**src/rtl/mips_pkg.sv**
```systemverilog
// Shared types for the memory access unit: FSM state encoding
// and load-size codes driven by the decode stage.
package mips_pkg;

    typedef enum logic [1:0] {
        S_IDLE = 2'b00,
        S_REQ  = 2'b01,
        S_WAIT = 2'b10,
        S_DONE = 2'b11
    } state_e;

    localparam logic [1:0] WORD = 2'b00;
    localparam logic [1:0] HALF = 2'b01;
    localparam logic [1:0] BYTE = 2'b10;

endpackage

```
**src/rtl/load_align.sv**
```systemverilog
// Big-endian load alignment: picks the addressed byte/half out of
// the memory word and zero- or sign-extends it to 32 bits.
module load_align
    import mips_pkg::*;
(
    input  logic [31:0] rdata_i,
    input  logic [1:0]  offset_i,
    input  logic [1:0]  size_i,
    input  logic        sign_i,
    output logic [31:0] data_o
);

    logic [15:0] half_v;
    logic [7:0]  byte_v;

    always_comb begin
        half_v = offset_i[1] ? rdata_i[15:0] : rdata_i[31:16];
        unique case (offset_i)
            2'd0: byte_v = rdata_i[31:24];
            2'd1: byte_v = rdata_i[23:16];
            2'd2: byte_v = rdata_i[15:8];
            2'd3: byte_v = rdata_i[7:0];
        endcase
        // size 11 falls through to a full word
        case (size_i)
            HALF:    data_o = {{16{sign_i & half_v[15]}}, half_v};
            BYTE:    data_o = {{24{sign_i & byte_v[7]}}, byte_v};
            default: data_o = rdata_i;
        endcase
    end

endmodule

```
**src/rtl/mem_access_unit.sv**
```systemverilog
// M-stage load/store sequencer: valid/ready request, load response
// wait with timeout, big-endian formatting and error pulse.
module mem_access_unit
    import mips_pkg::*;
#(
    parameter int TIMEOUT_CYCLES = 255
) (
    input  logic        clk,
    input  logic        reset,
    input  logic        MemReqM,
    input  logic        MemWriteM,
    input  logic [31:0] ALUOutM,
    input  logic [31:0] WriteDataM,
    input  logic [3:0]  MaskM,
    input  logic [1:0]  LBLHEnableM,
    input  logic        SignExtM,
    output logic [31:0] ReadDataM,
    output logic        StallM,
    output logic        ErrM,
    output logic        mem_req_valid,
    input  logic        mem_req_ready,
    output logic [31:0] mem_addr,
    output logic        mem_we,
    output logic [3:0]  mem_be,
    output logic [31:0] mem_wdata,
    input  logic        mem_resp_valid,
    input  logic [31:0] mem_rdata
);

    localparam int CW = $clog2(TIMEOUT_CYCLES + 1);
    localparam logic [CW-1:0] CNT_MAX = CW'(TIMEOUT_CYCLES);

    state_e        state_q, state_d;
    logic [31:0]   addr_q, addr_d;
    logic [31:0]   wdata_q, wdata_d;
    logic [31:0]   rdata_q, rdata_d;
    logic [3:0]    mask_q, mask_d;
    logic [1:0]    size_q, size_d;
    logic          sign_q, sign_d;
    logic          we_q, we_d;
    logic          err_q, err_d;
    logic [CW-1:0] cnt_q, cnt_d, cnt_inc;
    logic          is_word, misaligned;
    logic [31:0]   load_data;

    assign is_word = (LBLHEnableM == WORD) || (LBLHEnableM == 2'b11);
    assign misaligned = !MemWriteM &&
        ((is_word && (ALUOutM[1:0] != 2'b00)) ||
         ((LBLHEnableM == HALF) && ALUOutM[0]));
    assign cnt_inc = cnt_q + CW'(1);

    load_align u_align (
        .rdata_i  (mem_rdata),
        .offset_i (addr_q[1:0]),
        .size_i   (size_q),
        .sign_i   (sign_q),
        .data_o   (load_data)
    );

    always_comb begin
        state_d = state_q;
        addr_d  = addr_q;
        wdata_d = wdata_q;
        rdata_d = rdata_q;
        mask_d  = mask_q;
        size_d  = size_q;
        sign_d  = sign_q;
        we_d    = we_q;
        err_d   = err_q;
        cnt_d   = cnt_q;
        unique case (state_q)
            S_IDLE: begin
                if (MemReqM) begin
                    addr_d  = ALUOutM;
                    wdata_d = WriteDataM;
                    mask_d  = MaskM;
                    size_d  = LBLHEnableM;
                    sign_d  = SignExtM;
                    we_d    = MemWriteM;
                    err_d   = misaligned;
                    if (misaligned) begin
                        rdata_d = '0;
                        state_d = S_DONE;
                    end else begin
                        state_d = S_REQ;
                    end
                end
            end
            S_REQ: begin
                if (mem_req_ready) begin
                    cnt_d   = '0;
                    state_d = we_q ? S_DONE : S_WAIT;
                end
            end
            S_WAIT: begin
                // a response in the timeout cycle still wins
                if (mem_resp_valid) begin
                    rdata_d = load_data;
                    state_d = S_DONE;
                end else if (cnt_inc == CNT_MAX) begin
                    err_d   = 1'b1;
                    rdata_d = '0;
                    state_d = S_DONE;
                end else begin
                    cnt_d = cnt_inc;
                end
            end
            S_DONE: state_d = S_IDLE;
        endcase
    end

    always_ff @(posedge clk or negedge reset) begin
        if (!reset) begin
            state_q <= S_IDLE;
            addr_q  <= '0;
            wdata_q <= '0;
            rdata_q <= '0;
            mask_q  <= '0;
            size_q  <= '0;
            sign_q  <= 1'b0;
            we_q    <= 1'b0;
            err_q   <= 1'b0;
            cnt_q   <= '0;
        end else begin
            state_q <= state_d;
            addr_q  <= addr_d;
            wdata_q <= wdata_d;
            rdata_q <= rdata_d;
            mask_q  <= mask_d;
            size_q  <= size_d;
            sign_q  <= sign_d;
            we_q    <= we_d;
            err_q   <= err_d;
            cnt_q   <= cnt_d;
        end
    end

    assign StallM = (state_q == S_REQ) || (state_q == S_WAIT) ||
                    ((state_q == S_IDLE) && MemReqM);
    assign ErrM          = (state_q == S_DONE) && err_q;
    assign ReadDataM     = rdata_q;
    assign mem_req_valid = (state_q == S_REQ);
    assign mem_addr      = {addr_q[31:2], 2'b00};
    assign mem_we        = we_q;
    assign mem_be        = we_q ? mask_q : 4'b0000;
    assign mem_wdata     = wdata_q;

endmodule
```
**config.mk**
```make
export PLATFORM = sky130hd
export DESIGN_NAME = mem_access_unit
export DESIGN_NICKNAME = d
export VERILOG_FILES = /design/src/rtl/mips_pkg.sv /design/src/rtl/load_align.sv /design/src/rtl/mem_access_unit.sv
export SDC_FILE = /design/constraint.sdc
export NUM_CORES = 1
export LEC_CHECK = 0
export BUFFER_PORTS_ARGS = -buffer_cell sky130_fd_sc_hd__buf_2
export CORE_ASPECT_RATIO = 1.5
export CORE_MARGIN = 10
export CORE_UTILIZATION = 31
export DETAILED_ROUTE_END_ITERATION = 16
export GPL_TIMING_DRIVEN = 0
export SLEW_MARGIN = 20
export SYNTH_ARGS = -nofsm -noshare
export SYNTH_HDL_FRONTEND = slang
export SYNTH_SLANG_ARGS = --single-unit
```
**constraint.sdc**
```tcl
create_clock -name clk -period 1.95 [get_ports clk]
set_input_delay 0.0975 -clock clk [delete_from_list [all_inputs] [get_ports clk]]
set_output_delay 0.0975 -clock clk [all_outputs]
set_load 0.01 [all_outputs]
```
Word-level counts from Yosys, hierarchy flattened

Cells that the tools add are included.

Add/sub/neg operators: 1
Equal/unequal tests: 18
Mux-type cells: 24
Bitwise logic cells: 2
Reductions and logical operators: 21

Operators with widths:

| operator                                       | number |
|---|---|
| two-way mux 32 bit                             | 4 |
| one-hot mux 32 bit (2 select lines)            | 2 |
| one-hot mux 8 bit (4 select lines)             | 1 |
| two-way mux 8 bit                              | 3 |
| two-way mux 16 bit                             | 1 |
| one-hot mux 8 bit (2 select lines)             | 1 |
| == test 2 bit (second input constant)          | 6 |
| AND reduction 4 bit                            | 3 |
| two-way mux 2 bit                              | 5 |
| != test 2 bit (second input constant)          | 5 |
| adder 8 x 1 -> 8 bit (second input constant)   | 1 |
| == test 2 x 1 -> 1 bit (second input constant) | 4 |
| == test 8 bit (second input constant)          | 1 |
| one-hot mux 2 bit (4 select lines)             | 1 |
| zero test 2 bit                                | 3 |
| nonzero test 2 bit                             | 3 |
| logical AND 1 bit                              | 5 |
| logical OR 1 bit                               | 4 |
| two-way mux 1 bit                              | 4 |
| two-way mux 4 bit                              | 1 |
| != test 3 bit (second input constant)          | 1 |
| AND reduction 3 bit                            | 1 |
| AND 1 bit                                      | 2 |
| != test 2 x 1 -> 1 bit (second input constant) | 1 |
| other kinds (3)                                | 3 |

Bits in registers: 115
Word-level logic and storage cells: 76

Logic depth before layout (Yosys ltp)

Depth after elaboration: 8
Mapped depth: 9

Modules after synthesis

Synthesis repeated with hierarchy kept, for this count alone.

Cells, all modules: 515
Area total of the unflattened synthesis: 6127.1 µm²

Modules (own cells, without submodules):

| module          | times used | cells each | area each (µm²) | sequential area each (µm²) |
|---|---|---|---|---|
| mem_access_unit | 1          | 410        | 5426.5          | 2877.8 |
| load_align      | 1          | 105        | 700.7           | 0.0 |

Worst setup path before layout

No wires, ideal clock.

Path kind: register -> register
Start: reg state_q[0]
End: reg addr_q[24]
Library setup time: 0.125 ns
Arrival: 1.792 ns
Data required time: 1.825 ns
Setup slack: 0.034 ns
Cell stages (with the launch flop): 7
Path buffers: 2
Period minus slack after synthesis: 1.916 ns
Cells stage by stage: dfrtp_1 -> inv_1 -> ha_1 -> nand2_1 -> clkbuf_1 -> clkbuf_1 -> mux2_2

Cells in the longest elaborated chain, start to end: 2

Ends and longest elaborated chain:

| element                              | RTL line               | text |
|---|---|---|
| from (decl)                          | mem_access_unit.sv:33  | `state_e state_q, state_d;` |
| from (signal assigned)               | mem_access_unit.sv:125 | `state_q <= state_d;` |
| zero test 2 bit                      | mem_access_unit.sv:71  | `unique case (state_q)` |
| AND reduction 2 bit (no source line) | n/a                    |  |
| to (signal assigned)                 | mem_access_unit.sv:126 | `addr_q <= addr_d;` |
| to (decl)                            | mem_access_unit.sv:34  | `logic [31:0] addr_q, addr_d;` |

No other way between the ends.
A chain may end at the register's enable or synchronous reset.

Worst setup path in the final report

Start: reg cnt_q[0]
End: reg rdata_q[12] (netlist: ReadDataM[12])

Cells in the longest elaborated chain, start to end: 4

Ends and longest elaborated chain:

| element                              | RTL line               | text |
|---|---|---|
| from (decl)                          | mem_access_unit.sv:42  | `logic [CW-1:0] cnt_q, cnt_d, cnt_inc;` |
| from (signal assigned)               | mem_access_unit.sv:134 | `cnt_q <= cnt_d;` |
| adder 8 x 1 -> 8 bit                 | mem_access_unit.sv:50  | `assign cnt_inc = cnt_q + CW'(1);` |
| == test 8 bit                        | mem_access_unit.sv:100 | `end else if (cnt_inc == CNT_MAX) begin` |
| != test 3 bit (no source line)       | n/a                    |  |
| AND reduction 4 bit (no source line) | n/a                    |  |
| to (signal assigned)                 | mem_access_unit.sv:128 | `rdata_q <= rdata_d;` |
| to (decl)                            | mem_access_unit.sv:36  | `logic [31:0] rdata_q, rdata_d;` |

No other way between the ends.

==> impl_metrics.py <==
metrics = {
    "outcome": {
        "status": "complete, no violations",
    },
    "yosys": {
        "yosysWarnings": 0,
        "synth_compound_area_frac": 0.132,
        "synth_top_cell_by_area": "dfrtp_1",
        "yosys-mux-area-fraction": 0.174,
        "synth_area_um2": 5530,
        "yosys.area_share.simple": 0.0783,
        "yosysMostFrequentCell": "dfrtp_1",
        "synthArstFlopShare": 1.00,
        "ys_ff_latch": 115,
        "synth_top_area_share": 0.520,
        "synth_edf_count": 0,
        "synth_top_family_by_area": "multiplexers",
        "synthTopCellsByCount": "dfrtp_1 (115), mux2_2 (79), buf_4 (33), nand2_1 (31), nor2b_1 (24)",
        "syn_inst": 461,
        "synth_xor_area_frac": 0,
        "synthTopCellsByArea": "dfrtp_1 (52%), mux2_2 (16%), buf_4 (4.5%)",
        "seq_area_frac_synth": 0.520,
        "synth-main-ff-cell": "dfrtp_1",
        "yosys.area_share.adder": 0.0204,
        "syn_avg_cell_area_um2": 12.0,
        "synth_cell_types": 45,
    },
    "finish": {
        "fin_cells": 1012,
        "finish.utilization": 0.492,
        "layout-drive-gt1-share": 0.508,
        "syn_to_final_growth_pct": 54.9,
        "multi_input_area_um2": 2330,
        "fin_area_um2": 8560,
        "nets": 900,
        "register_area_um2": 2880,
        "fillers": 1578,
    },
    "place": {
        "placed_cell_area_um2": 6880,
        "dp_hpwl_mm": 13.8,
        "gp_congestion": 0.926,
        "dp.cells": 886,
        "portBuffers": 210,
        "place_ws_ps": -492,
    },
    "worst_setup_path": {
        "critical_path.endpoint_type": "flip-flop",
        "path_max_fanout": 10,
        "cp.arrival_ps": 2220,
        "start_kind": "flip-flop",
        "critical_path_class": "flip-flop to flip-flop",
        "worstPathRequired_ps": 2240,
    },
    "sta": {
        "worst_slack_ps": 21.8,
        "timing.fmax_ghz": 0.519,
        "clock_skew_ps": 8.78,
        "slew_headroom": 0.556,
        "worst_pin_slew_ps": 667,
        "hold_viol_final": 0,
        "finalCritPeriodShare": 0.989,
        "post-route-min-period_ps": 1930,
        "grt_setup_unrepaired": "yes",
        "holdWs_ps": 6.87,
        "tns_ps": 0,
        "maxSlewViolCount": 0,
        "setup_viol_count_final": 0,
    },
    "routing": {
        "routed_wl_mm": 18.4,
        "wl_met1_mm": 6.53,
        "viasPerCell": 4.78,
        "dr_wl_met2_mm": 10.3,
        "drc_errors": 0,
        "drt-initial-drc-count": 201,
        "ant_nets": 0,
        "wl_per_cell_um": 18.2,
        "vias": 4833,
        "top_layer_used": "met5",
        "wl_met3_um": 830,
        "dr.pass1.iters": 5,
    },
    "clock_network": {
        "cts_buffers": 17,
        "root_buffer": "clkbuf_16",
        "clockBufferDepth": 2,
        "clk_latency_ps": 410,
        "clkTransAtPathRegs_ps": 60,
        "htreeDepth": 4,
        "cts_tree": "done",
        "cts.sinks": 115,
    },
    "global_routing": {
        "antenna_found_initial": 5,
        "grt_pass1_vias": 5470,
        "grt_pass1_wl_mm": 29.0,
        "grt_use_total": 0.157,
        "grt_overflow_total": 0,
        "grt_max_degree": 60,
    },
    "pwr": {
        "power_mw": 14.0,
        "ir_drop_v": 0.000767,
        "power_density_nw_per_um2": 1630,
        "power.leakage_nw": 4.12,
    },
    "hold_path": {
        "hp-class": "input port to flip-flop",
    },
    "floorplan": {
        "die_w_um": 129,
        "rows": 59,
        "coreArea_um2": 17400,
        "die-area_um2": 23700,
        "start_util": 0.317,
        "die_h_um": 184,
        "ioPinCount": 213,
    },
    "job": {
        "maxCapViolCount": 0,
    },
}
what timing repair did:
action | 4_1_cts | 5_1_grt
hold buffers | 86 | 0
setup buffers | 7 | 1
gates cloned | 0 | 0
pin swaps | 4 | 3
endpoints found under the hold margin | 141 | 0
endpoints found under the setup margin | 106 | 50
resized for setup | 24 | 16
worst max-delay path, stage by stage (launching register included):
cell	delay [ps]
dfrtp_2	440
ha_4	180
or2b_1	250
a21oi_2	170
o221ai_4	130
a21o_4	260
buf_6	150
a22o_1	230
cell families (layout without fill, tap and decap cells):
family,count (synthesis),after routing
flops,115,115
compound gates,98,98
mux,86,86
simple gates,83,83
buf+inv,69,402
fa+ha+maj,9,9
other cells,1,6
routing by layer:
layer  vias to the layer above  global-route usage
met2                       156               0.295
met3                        43              0.0427
met5                         -                   0
met1                      2368               0.150
li1                       2264                   -
met4                         2              0.0817
layout make-up:
type                       instances  area share
antenna                            4     0.00117
multi-input combinational        278       0.272
clock buffer                      19      0.0517
tap                              213      0.0311
sequential                       115       0.337
inverter                          13     0.00570
buffer                            52      0.0453
clock inverter                    13      0.0206
timing repair buffer             305       0.236
path summary, 6_finish.rpt:
path,from,endpoint,slack (ps),cells after the start
setup / recovery,cnt_q[0]$_DFFE_PN0P_,ReadDataM[12]$_DFFE_PN0P_,20,7
hold / removal,mem_rdata[16],ReadDataM[16]$_DFFE_PN0P_,7,3
setup reg to reg,cnt_q[0]$_DFFE_PN0P_,ReadDataM[12]$_DFFE_PN0P_,20,7
hold reg to reg,ReadDataM[24]$_DFFE_PN0P_,ReadDataM[24]$_DFFE_PN0P_,490,1
max in group asynchronous,reset,ReadDataM[21]$_DFFE_PN0P_,1040,3
min in group asynchronous,reset,addr_q[8]$_DFFE_PN0P_,230,2
state kept, by name, indices dropped and copies added (netlist names):
signal and count:
state_q 2, addr_q 32, sign_q 1, size_q 2
mask_q 4, ReadDataM 32, err_q 1, cnt_q 8
mem_we 1, mem_wdata 32
report_power, final:
part           leakage [nW]  internal, mW  switching, mW  total, mW
combinational          2.41          3.34           3.16       6.50
clock                 0.292          2.07           1.15       3.22
sequential             1.42          3.54          0.725       4.27
total                  4.12          8.94           5.04       14.0
placed cells by master (no fill, tap or decap), types with 11 or more instances in the layout:
cell type	synthesis	routed
o2bb2ai_1	17	14
a21oi_1	17	16
a22o_1	16	16
inv_1	13	11
buf_4	33	39
buf_2	6	214
nand2_1	31	30
dfrtp_1	115	111
mux2_2	79	79
clkbuf_16	0	17
o21ai_0	20	20
dlygate4sd3_1	0	86
nor2b_1	24	24
Note: power is estimated with default switching activity, not from simulation.
